File: src/rtl/fir_mac_unit.sv
// One tap-group MAC unit of the FIR filter: a TAPS-deep sample delay line and coefficient
// bank, serially multiply-accumulated after every sample strobe into a full-precision result.
`timescale 1ns/1ps
module fir_mac_unit #(
  parameter int DATA_WIDTH = 16,
  parameter int COEF_WIDTH = 6,
  parameter int TAPS       = 8,
  parameter int ACC_WIDTH  = 25
) (
  input  logic                         iClk12M,
  input  logic                         iRst,
  input  logic                         iEnSample600k,
  input  logic signed [DATA_WIDTH-1:0] iFirIn,
  input  logic                         iCoefWr,
  input  logic [3:0]                   iCoefAddr,
  input  logic signed [COEF_WIDTH-1:0] iCoefData,
  output logic signed [DATA_WIDTH-1:0] oDelayTail,
  output logic signed [ACC_WIDTH-1:0]  oMac,
  output logic                         oMacValid,
  output logic                         oBusy,
  output logic                         oOverrun
);
  localparam int PROD_WIDTH = DATA_WIDTH + COEF_WIDTH;
  localparam int IDX_WIDTH  = $clog2(TAPS);
  localparam logic [IDX_WIDTH-1:0] LAST_IDX = IDX_WIDTH'(TAPS - 1);
  localparam logic [4:0] TAPS_LIM = 5'(TAPS);

  typedef enum logic [1:0] {
    S_IDLE = 2'd0,
    S_MAC  = 2'd1,
    S_DONE = 2'd2
  } state_t;

  state_t                       r_state;
  state_t                       w_state_nxt;
  logic signed [DATA_WIDTH-1:0] r_dly  [TAPS];
  logic signed [COEF_WIDTH-1:0] r_coef [TAPS];
  logic signed [ACC_WIDTH-1:0]  r_acc;
  logic signed [ACC_WIDTH-1:0]  r_mac;
  logic [IDX_WIDTH-1:0]         r_idx;
  logic                         r_valid;
  logic                         r_busy;
  logic                         r_overrun;
  logic                         w_accept;
  logic                         w_coef_we;
  logic signed [PROD_WIDTH-1:0] w_prod;
  logic signed [ACC_WIDTH-1:0]  w_prod_ext;

  // Full-width signed product of the current tap, sign-extended to the accumulator width.
  assign w_prod     = PROD_WIDTH'(r_dly[r_idx]) * PROD_WIDTH'(r_coef[r_idx]);
  assign w_prod_ext = ACC_WIDTH'(w_prod);

  assign oDelayTail = r_dly[TAPS-1];
  assign oMac       = r_mac;
  assign oMacValid  = r_valid;
  assign oBusy      = r_busy;
  assign oOverrun   = r_overrun;

  // Next-state decode plus strobe acceptance and coefficient write gating.
  always_comb begin
    w_state_nxt = r_state;
    w_accept    = 1'b0;
    w_coef_we   = 1'b0;
    case (r_state)
      S_IDLE: begin
        w_coef_we = iCoefWr && ({1'b0, iCoefAddr} < TAPS_LIM);
        if (iEnSample600k) begin
          w_accept    = 1'b1;
          w_state_nxt = S_MAC;
        end else begin
          w_state_nxt = S_IDLE;
        end
      end
      S_MAC: begin
        if (r_idx == LAST_IDX) begin
          w_state_nxt = S_DONE;
        end else begin
          w_state_nxt = S_MAC;
        end
      end
      S_DONE:  w_state_nxt = S_IDLE;
      default: w_state_nxt = S_IDLE;
    endcase
  end

  // State register, delay line, coefficient bank, accumulator and registered outputs.
  always_ff @(posedge iClk12M) begin
    if (iRst) begin
      r_state   <= S_IDLE;
      r_acc     <= '0;
      r_mac     <= '0;
      r_idx     <= '0;
      r_valid   <= 1'b0;
      r_busy    <= 1'b0;
      r_overrun <= 1'b0;
      for (int i = 0; i < TAPS; i++) begin
        r_dly[i]  <= '0;
        r_coef[i] <= '0;
      end
    end else begin
      r_state <= w_state_nxt;
      r_busy  <= (w_state_nxt != S_IDLE);
      r_valid <= (r_state == S_DONE);
      if (w_accept) begin
        r_dly[0] <= iFirIn;
        for (int i = 1; i < TAPS; i++) begin
          r_dly[i] <= r_dly[i-1];
        end
        r_acc <= '0;
        r_idx <= '0;
      end else if (r_state == S_MAC) begin
        r_acc <= r_acc + w_prod_ext;
        r_idx <= r_idx + 1'b1;
      end
      if (w_coef_we) begin
        r_coef[iCoefAddr[IDX_WIDTH-1:0]] <= iCoefData;
      end
      if (r_state == S_DONE) begin
        r_mac <= r_acc;
      end
      // A strobe while busy is dropped but remembered until reset.
      if (iEnSample600k && r_busy) begin
        r_overrun <= 1'b1;
      end
    end
  end
endmodule

File: config.mk
export PLATFORM = sky130hd
export DESIGN_NAME = fir_mac_unit
export DESIGN_NICKNAME = d
export VERILOG_FILES = /design/src/rtl/fir_mac_unit.sv
export SDC_FILE = /design/constraint.sdc
export NUM_CORES = 1
export LEC_CHECK = 0
export ABC_AREA = 1
export CORE_MARGIN = 4
export CORE_UTILIZATION = 50
export CTS_BUF_LIST = sky130_fd_sc_hd__clkbuf_8 sky130_fd_sc_hd__clkbuf_16
export DETAILED_ROUTE_END_ITERATION = 10
export GPL_TIMING_DRIVEN = 1
export PLACE_DENSITY = 0.68
export SYNTH_ARGS = -nofsm -noshare
export SYNTH_HDL_FRONTEND = slang
export SYNTH_SLANG_ARGS = --single-unit
File: constraint.sdc
create_clock -name iClk12M -period 10.75 [get_ports iClk12M]
set_input_delay 1.075 -clock iClk12M [delete_from_list [all_inputs] [get_ports iClk12M]]
set_output_delay 1.075 -clock iClk12M [all_outputs]
set_load 0.05 [all_outputs]
After elaboration in Yosys (flattened, before gate mapping)
Memory sizes are Yosys's and may differ from the RTL's. A register that Yosys moved wholly into a read port is not among the register bits.
Cells that the tools add are included.
{"block": "totals", "out_inout_bits": 44, "register_bits": 58, "in_bits": 30, "n_memories": 2, "ramBits": 176, "elab_cells": 59}
{"name": "r_dly", "depth": 8, "width": 16, "rd": 9, "rd_ports_with_merged_regs": 1, "write_ports": 8, "line": "36", "text": "logic signed [DATA_WIDTH-1:0] r_dly [TAPS];"}
{"name": "r_coef", "depth": 8, "width": 6, "rd": 1, "rd_ports_with_merged_regs": 1, "write_ports": 8, "line": "37", "text": "logic signed [COEF_WIDTH-1:0] r_coef [TAPS];"}
{"block": "classes", "n_reduce_logical": 6, "multipliers": 1, "n_eq_ne": 3, "order_cmp": 1, "bitwise_logic": 8, "mux": 29, "addsub": 2}
{"op": "$mux W16", "count": 8}
{"op": "$add A25 B22 Y25", "count": 1}
{"op": "$mul A16 B6 Y22", "count": 1}
{"op": "$mux W3", "count": 5}
{"op": "$mux W1", "count": 13}
{"op": "$or A1 B1 Y1", "count": 8}
{"op": "$mux W6", "count": 1}
{"op": "$reduce_or A6 Y1", "count": 1}
{"op": "$lt A4 B4 Y1 const B", "count": 1}
{"op": "$pmux W2 S2", "count": 1}
{"op": "$add A3 B1 Y3 const B", "count": 1}
{"op": "$eq A3 B3 Y1 const B", "count": 1}
{"op": "$eq A2 B1 Y1 const B", "count": 1}
{"op": "$eq A2 B2 Y1 const B", "count": 1}
{"op": "$logic_and A1 B1 Y1", "count": 2}
{"op": "$logic_not A2 Y1", "count": 1}
{"op": "$mux W2", "count": 1}
{"op": "$reduce_bool A2 Y1", "count": 1}
{"op": "$reduce_or A2 Y1", "count": 1}

Depth between registers and ports, before layout
{"block": "depth", "ltp_word": 8, "ltp_mapped": 32, "depth_no_buf": 29}

Worst setup path after synthesis
Ideal clock, no wire load.
{"block": "synth_timing", "kind": "register -> register", "startpoint": "register with a tool-made name", "endpoint": "register r_acc[23]", "required_time_ns": 10.641, "stages_incl_launch_ff": 29, "path_buffers": 2, "path_slack_ns": 5.837, "t_arrival_ns": 4.804, "setup_ns": 0.109, "period_less_slack_ns": 4.913, "cell_sequence": "dfxtp_1 buf_6 inv_4 buf_6 a21oi_2 o21ai_1 nand2_1 inv_1 o21ai_2 inv_2 nor2_2 inv_1 fa_1 inv_1 fa_1 inv_1 fa_1 inv_1 fa_1 ha_1 nand2_1 nor2_1 nand2_1 nor2_1 nand2_1 nand4_1 nand3_1 nand2_1 inv_1"}
{"item": "to (signal assigned)", "line": "112", "text": "r_acc <= r_acc + w_prod_ext;"}
{"item": "to (decl)", "line": "38", "text": "logic signed [ACC_WIDTH-1:0] r_acc;"}

==> results_dict.tcl <==
set metrics [dict create \
    status "finished, final reports clean" \
    fin_setup_tns_ns 0 \
    io_pins 74 \
    worst-path-stages 26 \
    cts_buffer_depth 3 \
    slew_headroom_pct 32.50 \
    hold_buffers 0 \
    totalWireLength_um 35460 \
    die_h_um 182 \
    track_usage_pct 21.90 \
    fp.coreArea_sq_mm 0.02972 \
    crit_fanout 88 \
    drtIter0Drc 1006 \
    slew_violations 0 \
    fin_worst_skew_ns 0.01270 \
    end_kind "flip-flop" \
    timing.hold.ws_ns 0.4881 \
    vias 11360 \
    min_period_over_period_pct 56.83 \
    clock_latency_ns 0.54 \
    dpl.cell_count 2215 \
    power_density_mw_per_mm2 198.3 \
    dpl_cell_area_sq_mm 0.01606 \
    slowest_delay_ns 0.68 \
    dp_slack_ns 4.684 \
    synth-seq-cells 237 \
    root_buffer "clkbuf_16" \
    ys_top_cells_by_area "edfxtp_1 (35%), fa_1 (12%), inv_1 (9.4%), nor2_1 (8.8%), dfxtp_1 (8.1%)" \
    worst_setup_path_start_kind "flip-flop" \
    drt_first_pass_iters 5 \
    fmax_mhz 163.7 \
    instances_no_fill 2263 \
    cp_top_family "adder cells" \
    numCtsBuffers 26 \
    final_cell_area_sq_mm 0.01695 \
    drt.antenna.violating_nets 0 \
    start_util_pct 50.94 \
    yosysWarnings 0 \
    area_delta_synth_final_pct 11.99 \
    die_x_um 182 \
    port-buffer-count 73 \
    grt_pass1_wl_um 59330 \
    period_needed_ns 6.110 \
    synth_nets 1987 \
    dieArea_sq_mm 0.03312 \
    fin_total_pwr_mw 3.362 \
    dp_hpwl_um 25670 \
    antenna_found_initial 0 \
    critPathRequiredTime_ns 11.18 \
    setup_viol 0 \
    crit_slowest_cell "inv_4" \
    fin_ws_ns 4.640 \
    timing.rr.end "r_acc[23]" \
    maxCapViolations 0 \
    rrSetupSlack_ns 4.64 \
    synth.distinct_cells 31 \
    ys_seq_area_share_pct 42.98 \
    arrival_ns 6.54 \
    cts_tree "yes" \
    finish.utilization_pct 57.05 \
    min_from "oOverrun" \
    grt_pass1_vias 11500 \
    routedWlPerCell_um 15.67 \
    min_path_cells 2 \
    hold_path_end "oOverrun" \
    layout-drive-gt1-share_pct 5.766 \
    synth_area_sq_mm 0.01514 \
    rsz0062_at_grt "false" \
    synth_top_area_share_pct 34.91 \
    min_path_type "reg2reg" \
    tightest_slew_ns 1.013 \
    fin_nets 2031 \
    syn_inst 1809 \
    final.fill_count 2676 \
    post_cts_buffers 0 \
    gp_congestion 0.9185 \
    grt_max_degree 97 \
    p_leak_nw 7.985 \
    path_class "reg2reg" \
    syn_area_per_cell_sq_um 8.368 \
    clock_sinks 237 \
    cts.clk_slew.worst_paths_ns 0.06 \
    drc_errors 0 \
    cp_common_cell "inv_1" \
    ff2ff_path_depth 26 \
    cts_max_level 1 \
    hold_viol_final 0 \
    ir_drop_v 0.0001039 \
    rows 63 \
    viasPerCell 5.019 \
    grt_overflow 0 \
    diodes 0 \
    path_buf_inv 9 \
    cts_resized 0 \
    yosysTopAreaCell "edfxtp_1" \
]
==> cells by family after synthesis <==
family                     after synthesis  synth area share (%)
and+or+nand+nor                        670                 17.20
buffers and inverters                  473                 12.75
AOI/OAI and AO/OA                      275                 9.976
DFF                                    237                 42.98
adders and majority gates              148                 16.75
xor gates and xnor gates                 6                0.3471
==> layout by cell type, fill, tap and decap left out, types with 2 or more instances in the layout <==
cell,count
a21oi_1,110
a21oi_2,7
buf_4,11
bufinv_16,5
clkbuf_16,26
clkdlybuf4s50_1,73
clkinv_1,9
clkinv_4,2
dfxtp_1,60
edfxtp_1,176
fa_1,91
ha_1,57
inv_1,386
inv_2,20
inv_4,2
nand2_1,258
nand3_1,43
nand4_1,5
nor2_1,352
nor2_2,4
nor3_1,2
o21ai_0,103
o21ai_1,20
o21ai_2,21
o22ai_1,11
or2_2,3
xor2_1,6
==> worst max path at each step <==
| stage | from | end | slack [ns] |
|---|---|---|---|
| detailed placement | flip-flop | r_acc[24] | 4.68 |
| finish | flip-flop | r_acc[23] | 4.64 |
| global route | flip-flop | r_acc[24] | 4.06 |
| floorplan | flip-flop | r_acc[23] | 5.84 |
| CTS | flip-flop | r_acc[23] | 4.67 |
| global placement | flip-flop | r_acc[24] | 4.81 |
==> report_power, final <==
part | switching (mW) | internal, mW | total (mW)
registers | 0.0310 | 1.05 | 1.08
logic | 0.896 | 0.458 | 1.35
clock network | 0.370 | 0.561 | 0.931
total | 1.30 | 2.06 | 3.36
==> synth_stat cells <==
cell and instances:
buf_2 18, buf_6 15, o21ai_0 103, edfxtp_1 176
a21oi_1 110, ha_1 57, xor2_1 6, inv_4 2
buf_1 3, a21oi_2 7, clkbuf_1 28, nand3b_1 1
nand2_1 259, o211ai_1 1, o21bai_1 1, o22ai_1 11
nand4_1 5, nor2_1 353, inv_2 20, fa_1 91
o21ai_1 20, or2_2 3, dfxtp_1 61, nor2_2 3
buf_4 4, o21ai_2 21, nor3_1 2, nand3_1 44
clkinv_1 3, o221ai_2 1, inv_1 380
==> per-layer routing <==
| metal | wire length, um | global-route usage [%] | share of wire [%] |
|---|---|---|---|
| met1 | 16520 | 31.06 | 47 |
| met2 | 15700 | 34.55 | 44 |
| met3 | 2058 | 3.746 | 5.8 |
| met4 | 1183 | 7.025 | 3.3 |
| met5 | 0 | 0 | 0 |
==> sequential cells by signal, indices dropped and copies added (netlist names), 2 cells and up, named ones only <==
signal	flops
oMac	25
r_state	2
r_idx	3
r_coef	48
r_dly	128
r_acc	25
==> layout make-up <==
class                           instances  area [sq um]  area share (%)
Clock buffer                           26         650.6           3.838
Clock inverter                         22         245.2           1.446
Inverter                              405          1525           8.996
Multi-Input combinational cell       1099          6724           39.66
Sequential cell                       237          6507           38.38
Tap cell                              390         488.0           2.878
Timing Repair Buffer                   84         813.3           4.797
==> worst reg2reg max path, delay by kind of cell, from the launching register on <==
| kind | cells | cell delay, ns |
|---|---|---|
| adders and majority gates | 5 | 2.61 |
| buffers and inverters | 9 | 1.57 |
| and+or+nand+nor | 9 | 1.01 |
| AOI/OAI and AO/OA | 3 | 0.50 |
| DFF | 1 | 0.31 |
(Power assumes the default switching activity.)
